==> src/rtl/mac_stop_pkg.sv <==
// Shared types for the MAC-stop sequencer: FSM states, the (i,j,k,valid) tuple and index widths.
// The matrix dimensions here set the tuple field widths and must match the top-level M/K/N.
package mac_stop_pkg;
  localparam int M_DIM = 4;
  localparam int K_DIM = 4;
  localparam int N_DIM = 4;

  localparam int I_W = (M_DIM > 1) ? $clog2(M_DIM) : 1;
  localparam int K_W = (K_DIM > 1) ? $clog2(K_DIM) : 1;
  localparam int J_W = (N_DIM > 1) ? $clog2(N_DIM) : 1;

  typedef enum logic [1:0] {
    IDLE  = 2'd0,
    RUN   = 2'd1,
    DRAIN = 2'd2,
    DONE  = 2'd3
  } state_t;

  typedef struct packed {
    logic [I_W-1:0] i;
    logic [J_W-1:0] j;
    logic [K_W-1:0] k;
    logic           vld;
  } tuple_t;
endpackage

==> src/rtl/mac_stop_align_pipe.sv <==
// STAGES-deep shift register of index tuples with a global hold; reset flushes only the valid bits.
module mac_stop_align_pipe
  import mac_stop_pkg::*;
#(
  parameter int STAGES = 2
) (
  input  logic   clk,
  input  logic   reset,
  input  logic   hold,
  input  tuple_t din,
  output tuple_t dout
);

  tuple_t            data_p [STAGES];
  logic [STAGES-1:0] vld_p;

  always_ff @(posedge clk) begin
    if (!hold) begin
      data_p[0] <= din;
      for (int s = 1; s < STAGES; s++) data_p[s] <= data_p[s-1];
    end
  end

  always_ff @(posedge clk) begin
    if (reset) begin
      vld_p <= '0;
    end else if (!hold) begin
      vld_p[0] <= din.vld;
      for (int s = 1; s < STAGES; s++) vld_p[s] <= vld_p[s-1];
    end
  end

  always_comb begin
    dout     = data_p[STAGES-1];
    dout.vld = vld_p[STAGES-1];
  end

endmodule

==> src/rtl/mac_stop_seq.sv <==
// MAC-stop sequencer: walks (i,j,k), issues SRAM reads and delivers aligned indices to the accumulate slice.
// Optional perf counters are enabled with `define MAC_STOP_SEQ_PERF_EN.
module mac_stop_seq
  import mac_stop_pkg::*;
#(
  parameter int M        = M_DIM,
  parameter int K        = K_DIM,
  parameter int N        = N_DIM,
  parameter int READ_LAT = 1,
  parameter int MULT_LAT = 1
) (
  input  logic           clk,
  input  logic           reset,
  input  logic           start,
  input  logic           stall,
  output logic           busy,
  output logic           done,
  output logic           rd_en,
  output logic [I_W-1:0] a_row_addr,
  output logic [K_W-1:0] a_col_addr,
  output logic [K_W-1:0] b_row_addr,
  output logic [J_W-1:0] b_col_addr,
  output logic [I_W-1:0] matrix_a_row_addr_counter_reg,
  output logic [K_W-1:0] matrix_a_col_addr_counter_reg,
  output logic [K_W-1:0] matrix_b_row_addr_counter_reg,
  output logic [J_W-1:0] matrix_b_col_addr_counter_reg,
  output logic           mult_done_reg,
  output logic [31:0]    perf_cycles,
  output logic [31:0]    perf_stalls
);

  localparam int PIPE = READ_LAT + MULT_LAT;
  localparam int CW   = $clog2(PIPE + 1);

  state_t          state, state_nxt;
  logic [I_W-1:0]  i;
  logic [J_W-1:0]  j;
  logic [K_W-1:0]  k;
  logic [CW-1:0]   drain_cnt;
  logic            issue, last_issue, aligned;
  tuple_t          push, tail;

  assign issue      = (state == RUN) && !stall;
  assign last_issue = issue && (i == I_W'(M-1)) && (j == J_W'(N-1)) && (k == K_W'(K-1));

  always_comb begin
    state_nxt = state;
    case (state)
      IDLE:    if (start) state_nxt = RUN;
      RUN:     if (last_issue) state_nxt = DRAIN;
      DRAIN:   if (!stall && drain_cnt == CW'(1)) state_nxt = DONE;
      DONE:    if (!stall) state_nxt = IDLE;
      default: state_nxt = IDLE;
    endcase
  end

  always_ff @(posedge clk) begin
    if (reset) state <= IDLE;
    else       state <= state_nxt;
  end

  // k innermost, carrying into j and then i; the final issue wraps all three back to 0.
  always_ff @(posedge clk) begin
    if (reset || (state == IDLE && start)) begin
      i <= '0;
      j <= '0;
      k <= '0;
    end else if (issue) begin
      if (k == K_W'(K-1)) begin
        k <= '0;
        if (j == J_W'(N-1)) begin
          j <= '0;
          i <= (i == I_W'(M-1)) ? '0 : i + 1'b1;
        end else begin
          j <= j + 1'b1;
        end
      end else begin
        k <= k + 1'b1;
      end
    end
  end

  always_ff @(posedge clk) begin
    if (reset)                           drain_cnt <= '0;
    else if (last_issue)                 drain_cnt <= CW'(PIPE);
    else if (state == DRAIN && !stall)   drain_cnt <= drain_cnt - 1'b1;
  end

  assign push = '{i: i, j: j, k: k, vld: issue};

  mac_stop_align_pipe #(.STAGES(PIPE)) u_pipe (
    .clk   (clk),
    .reset (reset),
    .hold  (stall),
    .din   (push),
    .dout  (tail)
  );

  assign busy       = (state != IDLE);
  assign done       = (state == DONE) && !stall;
  assign rd_en      = issue;
  assign a_row_addr = i;
  assign a_col_addr = k;
  assign b_row_addr = k;
  assign b_col_addr = j;

  // Invalid slots show index 0 so the accumulator's b_row==K-1 trigger cannot fire spuriously.
  assign aligned                       = tail.vld && !stall;
  assign mult_done_reg                 = aligned;
  assign matrix_a_row_addr_counter_reg = aligned ? tail.i : '0;
  assign matrix_a_col_addr_counter_reg = aligned ? tail.k : '0;
  assign matrix_b_row_addr_counter_reg = aligned ? tail.k : '0;
  assign matrix_b_col_addr_counter_reg = aligned ? tail.j : '0;

`ifdef MAC_STOP_SEQ_PERF_EN
  always_ff @(posedge clk) begin
    if (reset || (state == IDLE && start)) begin
      perf_cycles <= '0;
      perf_stalls <= '0;
    end else if (busy) begin
      if (perf_cycles != '1)          perf_cycles <= perf_cycles + 1'b1;
      if (stall && perf_stalls != '1) perf_stalls <= perf_stalls + 1'b1;
    end
  end
`else
  assign perf_cycles = '0;
  assign perf_stalls = '0;
`endif

endmodule

==> config.mk <==
export PLATFORM = sky130hd
export DESIGN_NAME = mac_stop_seq
export DESIGN_NICKNAME = d
export VERILOG_FILES = /design/src/rtl/mac_stop_pkg.sv /design/src/rtl/mac_stop_align_pipe.sv /design/src/rtl/mac_stop_seq.sv
export SDC_FILE = /design/constraint.sdc
export NUM_CORES = 1
export LEC_CHECK = 0
export CAP_MARGIN = 10
export CORE_MARGIN = 2
export CORE_UTILIZATION = 39
export CTS_BUF_LIST = sky130_fd_sc_hd__clkbuf_16
export CTS_CLUSTER_DIAMETER = 40
export DETAILED_ROUTE_END_ITERATION = 10
export GPL_TIMING_DRIVEN = 0
export PLACE_DENSITY = 0.92
export REMOVE_ABC_BUFFERS = 1
export SYNTH_ARGS = -nofsm -noshare
export SYNTH_HDL_FRONTEND = slang
export SYNTH_SLANG_ARGS = --single-unit
==> constraint.sdc <==
create_clock -name clk -period 2 [get_ports clk]
set_input_delay 0.2 -clock clk [delete_from_list [all_inputs] [get_ports clk]]
set_output_delay 0.2 -clock clk [all_outputs]
set_load 0.02 [all_outputs]
Word-level counts from Yosys, hierarchy flattened
Memories as Yosys holds them, arrays and structs flattened.
Index checks and enable logic that the tools add are counted.

storage, ports and cells
  bits of input ports = 4
  bits in registers = 12
  bits in writable memories = 14
  output and inout port bits = 84
  memories kept = 1
  word-level logic and storage cells = 55

memory list
  memory         depth  bits a word  read ports  clocked after Yosys merged registers in  wr ports  line                       RTL
  u_pipe.data_p  2      7            2           0                                        2         mac_stop_align_pipe.sv:14  tuple_t data_p [STAGES];

cells by class
  mux-type cells = 14
  equality and inequality tests = 11
  reduce and logical (&&, ||, !) cells = 18
  $add $sub $neg = 4

operators by type and width
  cell                                                                 count
  2-bit two-way mux                                                    12
  2-bit == test (second input constant)                                5
  1-bit logical AND                                                    9
  2-bit != test (second input constant)                                4
  2-bit case mux with 4 select lines                                   1
  2-bit by 1-bit adder with 2-bit output (second input constant)       3
  2-bit by 1-bit == test with 1-bit output (second input constant)     2
  4-bit AND reduction                                                  1
  2-bit nonzero test                                                   2
  3-bit AND reduction                                                  1
  2-bit zero test                                                      1
  2-bit AND reduction                                                  1
  2-bit OR reduction                                                   1
  2-bit by 1-bit subtractor with 2-bit output (second input constant)  1
  1-bit zero test                                                      1
  1-bit logical OR                                                     1
  1-bit two-way mux                                                    1

Depth between registers and ports, before layout
  depth in word-level cells = 7
  gate-level depth with buffers = 8
  mapped depth without buffers = 6

By module
A second synthesis with hierarchy kept.

unflattened totals
  cells, all modules = 168
  area total of the unflattened synthesis = 1,640.3 µm²

modules (own cells, without submodules)
  module               area an instance (µm²)  cells each  instances  seq. area each (µm²)
  mac_stop_seq         1,156.1                 142         1          200.2
  mac_stop_align_pipe  484.2                   26          1          400.4

Least setup slack after synthesis
No wires, ideal clock.

  path type = in2out
  start = input port stall
  end = output port matrix_b_row_addr_counter_reg[0]
  stages on the path = 4
  buffers on the path = 2
  path slack = 522 ps
  arrival = 1,278 ps
  required time = 1,800 ps
  cell sequence = buf_6 > nor2b_1 > and2_1 > buf_4

between the ends
  longest elaborated chain between the ends = 3

ends and longest elaborated chain
  what               line                 RTL
  from (decl)        mac_stop_seq.sv:15   input logic stall,
  1-bit zero test    --
  1-bit logical AND  mac_stop_seq.sv:108  assign aligned = tail.vld && !stall;
  via mult_done_reg  mac_stop_seq.sv:27   output logic mult_done_reg,
  2-bit two-way mux  --
  to (decl)          mac_stop_seq.sv:25   output logic [K_W-1:0] matrix_b_row_addr_counter_reg,

The timed path passes the listed nets, and every way through them passes these cells.

Worst setup path in the final report
  start = input port stall
  end = output port matrix_a_col_addr_counter_reg[1]

between the ends
  longest elaborated chain between the ends = 3

ends and longest elaborated chain
  what               line                 RTL
  1-bit zero test    --
  1-bit logical AND  mac_stop_seq.sv:108
  2-bit two-way mux  mac_stop_seq.sv:111  assign matrix_a_col_addr_counter_reg = aligned ? tail.k : '0;
  to (decl)          mac_stop_seq.sv:24   output logic [K_W-1:0] matrix_a_col_addr_counter_reg,

No other way between the ends.

==> results_dict.tcl <==
set metrics [dict create \
    synth.most_common_cell "buf_4" \
    path_class "in -> out" \
    hpwl_um 1630 \
    placed_cells 228 \
    whs_path_depth 0 \
    start_util 0.403 \
    yosysSeqAreaShare 0.375 \
    finalCritPeriodShare 0.906 \
    numCtsBuffers 3 \
    grt_max_degree 15 \
    ant_nets 0 \
    cap_violations 0 \
    synth_area_um2 1600 \
    ctsHoldBuffers 0 \
    cts_buffer_depth 2 \
    finalClockSkew_ps 0.847 \
    grt_pass1_vias 710 \
    placed_area_um2 1580 \
    start_kind "primary input" \
    synth_ff_type "edfxtp_1" \
    final_area_um2 1690 \
    antenna_found_initial 0 \
    clock-sinks 24 \
    ctsResizeCount 4 \
    ys_ff_latch 24 \
    crit_required_ps 1800 \
    fillerInstances 381 \
    ir_drop_mv 0.557 \
    core_area_um2 3970 \
    ys_warn_count 0 \
    num_io_pins 88 \
    track_usage 0.0935 \
    setup_violations 0 \
    drive_gt1_frac 0.0495 \
    place_congestion 0.731 \
    wire_per_inst_um 9.03 \
    synth_area_leaders "buf_4 32%, edfxtp_1 23%, dfxtp_1 15%" \
    synth_edf_count 12 \
    grt.overflow.total 0 \
    rsz0062_at_grt "no" \
    first_iter_violations 12 \
    total_leakage_power_nw 0.765 \
    yosys.cell_types.count 28 \
    post_cts_buffers 0 \
    die_width_um 68.1 \
    drc 0 \
    fmax_mhz 552 \
    synth_cells 164 \
    cts.clk_slew.worst_paths_ps 60 \
    grt_pass1_wl_um 3150 \
    chipHeight_um 68.1 \
    synthDominantCellAreaShare 0.319 \
    synth_common_cells "68 x buf_4, 13 x nor2_1, 12 x dfxtp_1, 12 x edfxtp_1, 8 x ha_1" \
    worstRegToRegCells 6 \
    root_buffer "clkbuf_16" \
    rows 23 \
    avgSynthCellArea_um2 9.76 \
    num_antenna_cells 0 \
    final_cells 232 \
    dr_total_vias 884 \
    status "finished, final reports clean" \
    worst_setup_path_end_kind "output pin" \
    area_delta_synth_final_pct 5.71 \
    period_minus_slack_ps 1810 \
    dr.pass1.iters 4 \
    p_per_area_nw_per_um2 937 \
    crit_fanout 10 \
    maxSlewViolCount 0 \
    clock_latency_ps 250 \
    nets 195 \
    via_per_inst 3.81 \
    routed_wl_um 2100 \
    cts_tree "yes" \
    synthArstFlopShare 0 \
    htree_levels 1 \
    die-area_um2 4630 \
    hold_class "reg -> reg" \
    synth_top_area_cell "buf_4" \
    cp_data_arrival_time_ps 1610 \
    port_buffers 23 \
    finalHoldViolCount 0 \
]
critical path, cell delays in order:
cell,delay [ps]
dlygate4sd2_1,380
nor2b_4,230
and2_1,180
clkdlybuf4s50_1,620
cell families (layout without fill, tap and decap cells):
kind of cell | count (synthesis) | count (layout) | synth area share
AOI/OAI and AO/OA | 12 | 12 | 0.0508
xor gates and xnor gates | 1 | 1 | 0.00547
adders and majority gates | 8 | 8 | 0.0626
buffers and inverters | 79 | 34 | 0.359
DFF | 24 | 24 | 0.375
muxes | 5 | 5 | 0.0313
other | 1 | 64 | 0.00234
and+or+nand+nor | 34 | 34 | 0.113
where the power goes:
| part | switching, W | leakage (nW) | total [W] | internal, W |
|---|---|---|---|---|
| Clock | 0.000157 | 0.0511 | 0.000555 | 0.000397 |
| Combinational | 0.000299 | 0.493 | 0.000445 | 0.000146 |
| Sequential | 0.0000248 | 0.221 | 0.000585 | 0.000561 |
metal layers:
metal / GRT usage / vias to the layer above / part of all wire
met5: 0 / - / 0
met2: 0.171 / 61 / 0.48
met4: 0.0150 / 0 / 0.0033
met3: 0.0461 / 2 / 0.14
li1: - / 432 / -
met1: 0.0974 / 389 / 0.38
placed cells by master, fill, tap and decap left out, drive strengths merged:
| master | Yosys | final |
|---|---|---|
| o41ai | 2 | 2 |
| nand4 | 1 | 1 |
| a41oi | 1 | 1 |
| dlygate4sd2 | 0 | 2 |
| clkbuf | 1 | 3 |
| dfxtp | 12 | 12 |
| and3 | 1 | 1 |
| o21ai | 2 | 2 |
| nor2b | 2 | 2 |
| nand2b | 2 | 2 |
| ha | 8 | 8 |
| nand2 | 4 | 4 |
| mux2i | 5 | 5 |
| inv | 7 | 7 |
| nand3 | 1 | 1 |
| bufinv | 0 | 1 |
| a21oi | 5 | 5 |
| and2 | 6 | 6 |
| and2b | 2 | 2 |
| conb | 1 | 64 |
| nand3b | 1 | 1 |
| clkdlybuf4s50 | 0 | 21 |
| a21o | 1 | 1 |
| edfxtp | 12 | 12 |
| xnor2 | 1 | 1 |
| a211oi | 1 | 1 |
| nor3 | 1 | 1 |
| nor2 | 13 | 13 |
final cells by class:
type	instances	area (µm²)	area share
sequential	24	601	0.355
multi-input combinational	124	669	0.396
timing repair buffer	23	228	0.135
clock buffer	3	75.1	0.0444
inverter	7	26.3	0.0155
tap	50	62.6	0.0370
clock inverter	1	30.0	0.0178
registers in the layout (all words and copies together) (netlist names):
register and cells:
a_col_addr 2, a_row_addr 2, b_col_addr 2, drain_cnt 2, state 2, u_pipe.data_p 12
u_pipe.vld_p 2
worst paths after layout:
path                       start                               end  slack, ps
min          u_pipe.data_p[0][4]              u_pipe.data_p[0][11]        420
max reg2reg             state[1]                     a_row_addr[0]        420
min reg2reg  u_pipe.data_p[0][4]              u_pipe.data_p[0][11]        420
max                        stall  matrix_a_col_addr_counter_reg[1]        190
stage by stage:
stage | power [W] | util | setup WS (ps) | setup TNS, ps | hold WS, ps
after floorplan | 0.000926 | - | 509 | 0 | 265
final | 0.00159 | 0.426 | 188 | 0 | 418
after CTS | 0.00159 | 0.426 | 160 | 0 | 419
after global placement | 0.00102 | 0.398 | -329 | -2310 | 403
after global routing | 0.00167 | 0.426 | 99.9 | 0 | 423
after detailed placement | 0.00104 | 0.398 | -322 | -2310 | 405
Note: power is estimated with default switching activity, not from simulation.
